===== src/rtl/uart_word_deframer_pkg.sv =====
// rtl/uart_word_deframer_pkg.sv - shared state encoding, byte tags and sync default for the UART word link
package uart_word_deframer_pkg;

  typedef enum logic [1:0] {
    WAIT_SYNC = 2'd0,
    GET_HI    = 2'd1,
    GET_MID   = 2'd2,
    GET_LO    = 2'd3
  } state_t;

  localparam logic [1:0] TAG_SYNC = 2'b00;
  localparam logic [1:0] TAG_HI   = 2'b01;
  localparam logic [1:0] TAG_MID  = 2'b10;
  localparam logic [1:0] TAG_LO   = 2'b11;

  // Bits [7:6] must stay 2'b00 so the marker can never pass as a data byte.
  localparam logic [7:0] DEFAULT_SYNC_BYTE = 8'h3F;

  function automatic logic [1:0] byte_tag(input logic [7:0] b);
    return b[7:6];
  endfunction

endpackage


===== src/rtl/uart_deframer_tagchk.sv =====
// rtl/uart_deframer_tagchk.sv - combinational format check of one received byte against the current state
import uart_word_deframer_pkg::*;

module uart_deframer_tagchk #(
  parameter logic [7:0] SYNC_BYTE = DEFAULT_SYNC_BYTE
) (
  input  state_t     state,
  input  logic [7:0] din,
  output logic       is_sync,
  output logic       tag_ok
);

  always_comb begin
    is_sync = (din == SYNC_BYTE);
    tag_ok  = 1'b0;
    case (state)
      WAIT_SYNC: tag_ok = is_sync;
      // The high byte carries a 2'b00 pad in its low bits that must also match.
      GET_HI:    tag_ok = (byte_tag(din) == TAG_HI) && (din[1:0] == TAG_SYNC);
      GET_MID:   tag_ok = (byte_tag(din) == TAG_MID);
      GET_LO:    tag_ok = (byte_tag(din) == TAG_LO);
      default:   tag_ok = 1'b0;
    endcase
  end

endmodule


===== src/rtl/uart_word_deframer.sv =====
// rtl/uart_word_deframer.sv - 4-byte UART frame to 16-bit word decoder; UART_DEFRAMER_ERRCNT_EN adds err_cnt
import uart_word_deframer_pkg::*;

module uart_word_deframer #(
  parameter logic [7:0] SYNC_BYTE = DEFAULT_SYNC_BYTE
) (
  input  logic        clk,
  input  logic        rst,
  input  logic        tick,
  input  logic [7:0]  din,
  output logic [15:0] dout,
  output logic        ready,
  output logic        frame_err
`ifdef UART_DEFRAMER_ERRCNT_EN
  ,
  output logic [7:0]  err_cnt
`endif
);

  state_t     state_q;
  state_t     state_d;
  logic [3:0] hi_q;
  logic [5:0] mid_q;
  logic       is_sync;
  logic       tag_ok;
  logic       load_hi;
  logic       load_mid;
  logic       load_word;
  logic       err_d;

  uart_deframer_tagchk #(
    .SYNC_BYTE(SYNC_BYTE)
  ) u_tagchk (
    .state  (state_q),
    .din    (din),
    .is_sync(is_sync),
    .tag_ok (tag_ok)
  );

  always_ff @(posedge clk) begin
    if (rst) begin
      state_q <= WAIT_SYNC;
    end else begin
      state_q <= state_d;
    end
  end

  always_comb begin
    state_d   = state_q;
    load_hi   = 1'b0;
    load_mid  = 1'b0;
    load_word = 1'b0;
    err_d     = 1'b0;
    if (tick) begin
      if (state_q == WAIT_SYNC) begin
        if (is_sync) state_d = GET_HI;
      end else if (!tag_ok) begin
        // A marker arriving mid-frame starts a new frame rather than wasting it.
        err_d   = 1'b1;
        state_d = is_sync ? GET_HI : WAIT_SYNC;
      end else begin
        case (state_q)
          GET_HI: begin
            load_hi = 1'b1;
            state_d = GET_MID;
          end
          GET_MID: begin
            load_mid = 1'b1;
            state_d  = GET_LO;
          end
          GET_LO: begin
            load_word = 1'b1;
            state_d   = WAIT_SYNC;
          end
          default: state_d = WAIT_SYNC;
        endcase
      end
    end
  end

  always_ff @(posedge clk) begin
    if (rst) begin
      hi_q      <= 4'h0;
      mid_q     <= 6'h00;
      dout      <= 16'h0000;
      ready     <= 1'b0;
      frame_err <= 1'b0;
    end else begin
      ready     <= load_word;
      frame_err <= err_d;
      if (load_hi)   hi_q  <= din[5:2];
      if (load_mid)  mid_q <= din[5:0];
      if (load_word) dout  <= {hi_q, mid_q, din[5:0]};
    end
  end

`ifdef UART_DEFRAMER_ERRCNT_EN
  always_ff @(posedge clk) begin
    if (rst) begin
      err_cnt <= 8'h00;
    end else if (err_d && (err_cnt != 8'hFF)) begin
      err_cnt <= err_cnt + 8'h01;
    end
  end
`endif

endmodule


===== config.mk =====
export PLATFORM = sky130hd
export DESIGN_NAME = uart_word_deframer
export DESIGN_NICKNAME = d
export VERILOG_FILES = /design/src/rtl/uart_word_deframer_pkg.sv /design/src/rtl/uart_deframer_tagchk.sv /design/src/rtl/uart_word_deframer.sv
export SDC_FILE = /design/constraint.sdc
export NUM_CORES = 1
export LEC_CHECK = 0
export CORE_MARGIN = 5
export CORE_UTILIZATION = 48
export DETAILED_ROUTE_END_ITERATION = 10
export GPL_TIMING_DRIVEN = 0
export MAX_ROUTING_LAYER = met4
export PLACE_DENSITY = 0.74
export SYNTH_ARGS = -nofsm -noshare
export SYNTH_HDL_FRONTEND = slang
export SYNTH_HIERARCHICAL = 1
export SYNTH_SLANG_ARGS = --single-unit

===== constraint.sdc =====
create_clock -name clk -period 2.5 [get_ports clk]
set_input_delay 0.375 -clock clk [delete_from_list [all_inputs] [get_ports clk]]
set_output_delay 0.375 -clock clk [all_outputs]
set_load 0.01 [all_outputs]

# ---- Yosys cells after proc, flatten, opt, wreduce, memory -nomap -nowiden
# Index checks and enable logic that the tools add are counted.
dict set report op_classes {
  eq_ne 8
  mux 19
  bitwise_logic 1
  reduce_logical 5
}
# cell count
set ops {}
lappend ops {{2-to-1 mux 1 bit} 14}
lappend ops {{== test 2 bit (second input constant)} 4}
lappend ops {{== test 8 x 6 -> 1 bit (second input constant)} 1}
lappend ops {{2-to-1 mux 2 bit} 3}
lappend ops {{== test 2 x 1 -> 1 bit (second input constant)} 2}
lappend ops {{logical NOT 2 bit} 2}
lappend ops {{one-hot mux 1 bit (4 select lines)} 1}
lappend ops {{one-hot mux 2 bit (2 select lines)} 1}
lappend ops {{OR reduction 3 bit} 1}
lappend ops {{!= test 2 bit (second input constant)} 1}
lappend ops {{AND reduction 2 bit} 1}
lappend ops {{logical AND 1 bit} 1}
lappend ops {{NOT 1 bit} 1}
dict set report totals {
  register_bits 30
  inputBits 11
  output_inout_bits 18
  wordCells 39
}

# ---- Depth between registers and ports, before layout
dict set report depth {
  word_depth 6
  depth_mapped 9
  mapped_depth_nobuf 6
}

# ---- Cells and area by module
# The synthesis kept the hierarchy.
# mod instances cells_each area_each_um2
set by_module_without_submodules {}
lappend by_module_without_submodules {uart_word_deframer 1 128 1223.7}
lappend by_module_without_submodules {uart_deframer_tagchk 1 9 58.8}

# ---- Worst setup path before layout
# Ideal clock, no wire load.
dict set report synth_timing {
  kind {input port to flip-flop}
  startpoint {in din[0]}
  endpoint {reg dout[10]}
  arrival_ps 1804
  required_ps 2360
  setup_slack_ps 556
  stages 8
  path_buffers 2
  cell_sequence {or4_1 a21boi_1 o32a_2 buf_6 nand4b_2 buf_2 nand2_1 a21oi_2}
}
dict set report synth_between {
  elab_chain_cells 6
  word_cells_on_any_way 7
  classes_between {eq/ne (1); mux (4); reduce/logical (2)}
}
# element line_no
set synth_rtl {}
lappend synth_rtl {{start: declaration} uart_word_deframer.sv:10} ;# input logic [7:0] din,
lappend synth_rtl {{branches (longest 2 deep; another with == test 8 x 6 -> 1 bit)} --}
lappend synth_rtl {{one-hot mux 1 bit (4 select lines) (*)} uart_deframer_tagchk.sv:16} ;# case (state)
lappend synth_rtl {{via tag_ok} uart_word_deframer.sv:25} ;# logic tag_ok;
lappend synth_rtl {{2-to-1 mux 1 bit (*)} uart_word_deframer.sv:57} ;# end else if (!tag_ok) begin
lappend synth_rtl {{2-to-1 mux 1 bit (*)} uart_word_deframer.sv:55} ;# if (state_q == WAIT_SYNC) begin
lappend synth_rtl {{2-to-1 mux 1 bit (*)} uart_word_deframer.sv:54} ;# if (tick) begin
lappend synth_rtl {{end signal: assignment} uart_word_deframer.sv:93} ;# if (load_word) dout <= {hi_q, mid_q, din[5:0]};
lappend synth_rtl {{end: declaration} uart_word_deframer.sv:11} ;# output logic [15:0] dout,
# Mark *: on every way through the listed nets, which the timed path passes.
# A chain may end at the register's enable or synchronous reset.

# ---- Final worst setup path
dict set report layout_timing {
  startpoint {in din[0]}
  endpoint {reg dout[9]}
}
# Same word-level chain as after synthesis.

==> run summary <==
The logs give 2700 ps for the worst path required time and 185 for the number of nets in the final layout. STA classifies the critical path startpoint as a primary input. The tree is rooted in a clkbuf_4.

The run gives 0.656 nW as the leakage power. The share of layout cells above drive strength 1 came out at 0.158. The number of detailed-routing iterations run before antenna repair is 4, and the number of sinks driven by the clock tree is 30. The maximum fanout along the worst path came out at 10. The initialized floorplan defines 18 standard-cell rows. In this run the vertical extent of the chip is 61.7 um.

Including well taps, the total number of placed cells is 193. After layout, the minimum clock period comes to 2290 ps. For this design the ratio of total power to cell area is 497 nW/um^2.

The number of max-slew violations in the final report is 0, and the number of flip-flops and latches in the synthesized netlist is 30. The worst hold path belongs to the class primary input to flop. The detailed router finished its first iteration with 22 violations. For the netlist area before placement, the log shows 1280 um^2. The sequential-to-total area share from yosys stat was 0.468; the count of max-cap constraint violations was 0.

Once detailed placement completed, the half-perimeter wirelength came to 2020 um. The final layout contains routed wiring with a total length of 2700 um. The H-tree was split into 2 levels. In this run the standard cell core region covers 2520 um^2. The run gives 5 as the number of buffers added by the clock tree synthesis step. Across the routed clock network, the largest skew measured is 6.31 ps. At the later pin of the worst-skew pair, clock insertion delay measures 330 ps. By startpoint and endpoint, the worst setup path is classified as primary input to flop. The number of hold violations in the final report came out at 0. TritonCTS built the clock tree. The largest net degree at the start of global routing is 11, and the count of different cell masters after synthesis is 29. The commonest cells after synthesis are nand2_1, dfxtp_1, nor2_1.

The logs give 0.508 for the effective utilization at floorplan and 0.175 for the aggregate global-route resource usage. In the routed layout, each cell is associated on average with a via count of 5.16. The count of flip-flops with a built-in enable after synthesis came out at 0.

The final core utilization is 0.650, and the number of standard cells after synthesis is 137. The cell type with the highest aggregate area in the netlist is dfxtp_1. The die covers 3810 um^2.

During synthesis, Yosys emitted a total of 6 warnings. The repair_antennas step left the layout with diodes totalling 0. The run gives 1020 as the number of global-route vias before repair. Sorting the synthesized cells by area gives the leading types as dfxtp_1, nand2_1, mux2i_1. The count of cells in the finished layout, fillers not included, comes to 201. For this block, the via count after detailed routing is 1038. After clock tree synthesis, the clock-pin slew on the worst setup and hold paths is 90 ps. STA classifies the critical path endpoint as a flop.

The proportion of netlist area held by the largest area contributor was 0.468; the hold buffer count at cts was 0. After detailed routing, the number of remaining DRC violations is 0. After detailed routing, the average wire length per cell comes to 13.4 um.

The signal arrival time at the worst endpoint is 2490 ps. The flow ran to the end, and the final reports show no timing, DRC or antenna violations. Setup violations remaining at the end of the flow were counted as 0.

The part of the cycle the worst path needs works out to 0.916. The post-synthesis to final-layout area growth was 27.9%; the number of routed nets with antenna violations was 0. Routability congestion estimate: 0.791. Setup repair after global routing left no endpoint under its margin. In this run the cell area measured after placement is 1580 um^2. Buffers added to address setup during post-CTS repair amount to 0.

For the first-pass GRT wire length, the log shows 4630 um. nand2_1 is the most common cell in the netlist. The run gives 0.437 GHz as the maximum clock frequency. Worst slew margin relative to its limit: 0.558. The average instance area after synthesis was 9.36 um^2; the number of gates given a new drive strength after cts was 0. The share of flip-flops with an asynchronous set or reset is 0.

The total overflow reported by the global router came out at 0. The initial antenna violation count came out at 0. The area of all placed cells without fillers is 1640 um^2, and the maximum clock path buffer count is 2. The minimum hold slack is 368 ps, and the number of ports placed on the die boundary is 29. From left edge to right edge, the die measures 61.7 um.

The number of I/O port buffers came out at 26. Most frequently used flop master after synthesis: dfxtp_1. For the pin with the worst max-slew slack, the measured transition is 664 ps. For the worst-case vdd ir drop, the log shows 0.415 mV. The number of nets in the synthesized netlist is 152.
final timing paths:
kind                            slack, ps         end  depth (start not counted)        from
worst max-delay path                  210     dout[9]                          9      din[0]
worst min-delay path                  370  state_q[1]                          3        tick
worst max register to register        460     dout[9]                          8  state_q[1]
worst min register to register        460     dout[3]                          2     dout[3]
where the power goes:
group | switching, mW | leakage [nW] | internal (mW)
Combinational | 0.0207 | 0.379 | 0.0165
Sequential | 0.000171 | 0.241 | 0.478
Clock | 0.165 | 0.0353 | 0.136
registers in the layout (all words and copies together) (netlist names):
| name | flops |
|---|---|
| dout | 16 |
| ready | 1 |
| state_q | 2 |
| frame_err | 1 |
| hi_q | 4 |
| mid_q | 6 |
cell usage in the layout (no fill, tap or decap), types with 2 or more instances in the layout:
cell	count
buf_6	2
ha_1	4
clkbuf_4	5
clkbuf_1	4
nand2_1	31
nor2_1	11
nand2_2	2
a21oi_2	10
nor2b_1	2
nand4b_2	2
inv_1	3
o21ai_0	2
clkdlybuf4s50_1	26
nand4b_1	2
dfxtp_1	30
nand2b_1	2
mux2i_1	10
a21oi_1	8
worst max-delay path: stages:
cell and delay [ps]:
clkdlybuf4s50_1 470, or4_1 540, a21boi_1 150, o32a_2 160, buf_6 120, nand4b_2 230, buf_2 260, nand2_1 110
a21oi_2 50
logic make-up after synthesis:
| family | share of synthesized area |
|---|---|
| AO/OA/AOI/OAI | 0.128 |
| adder cells (fa/ha/maj) | 0.0390 |
| buffers and inverters | 0.0605 |
| flip-flops | 0.468 |
| multiplexers | 0.0781 |
| AND/OR/NAND/NOR | 0.226 |
per-layer routing:
metal	global-route usage	vias up	wire length, um	part of all wire
li1	-	526	-	-
met1	0.203	479	1230	0.45
met2	0.274	26	1250	0.46
met3	0.0496	7	155	0.057
met4	0.0909	0	66	0.024
met5	-	-	0	0
stage by stage:
stage	total power [mW]	setup TNS (ps)	setup slack [ps]
floorplan	0.503	0	556
global placement	0.525	-1420	-113
detailed placement	0.526	-1790	-143
CTS	0.825	0	212
global route	0.848	0	89.5
finish	0.816	0	210
layout make-up:
class,instances,area [um^2]
Fill cell,229,882
Multi-Input combinational cell,96,604
Sequential cell,30,601
Timing Repair Buffer,26,260
Buffer,8,66.3
Clock buffer,7,55.1
Tap cell,30,37.5
Inverter,3,11.3
Clock inverter,1,5.00
(Power assumes the default switching activity.)
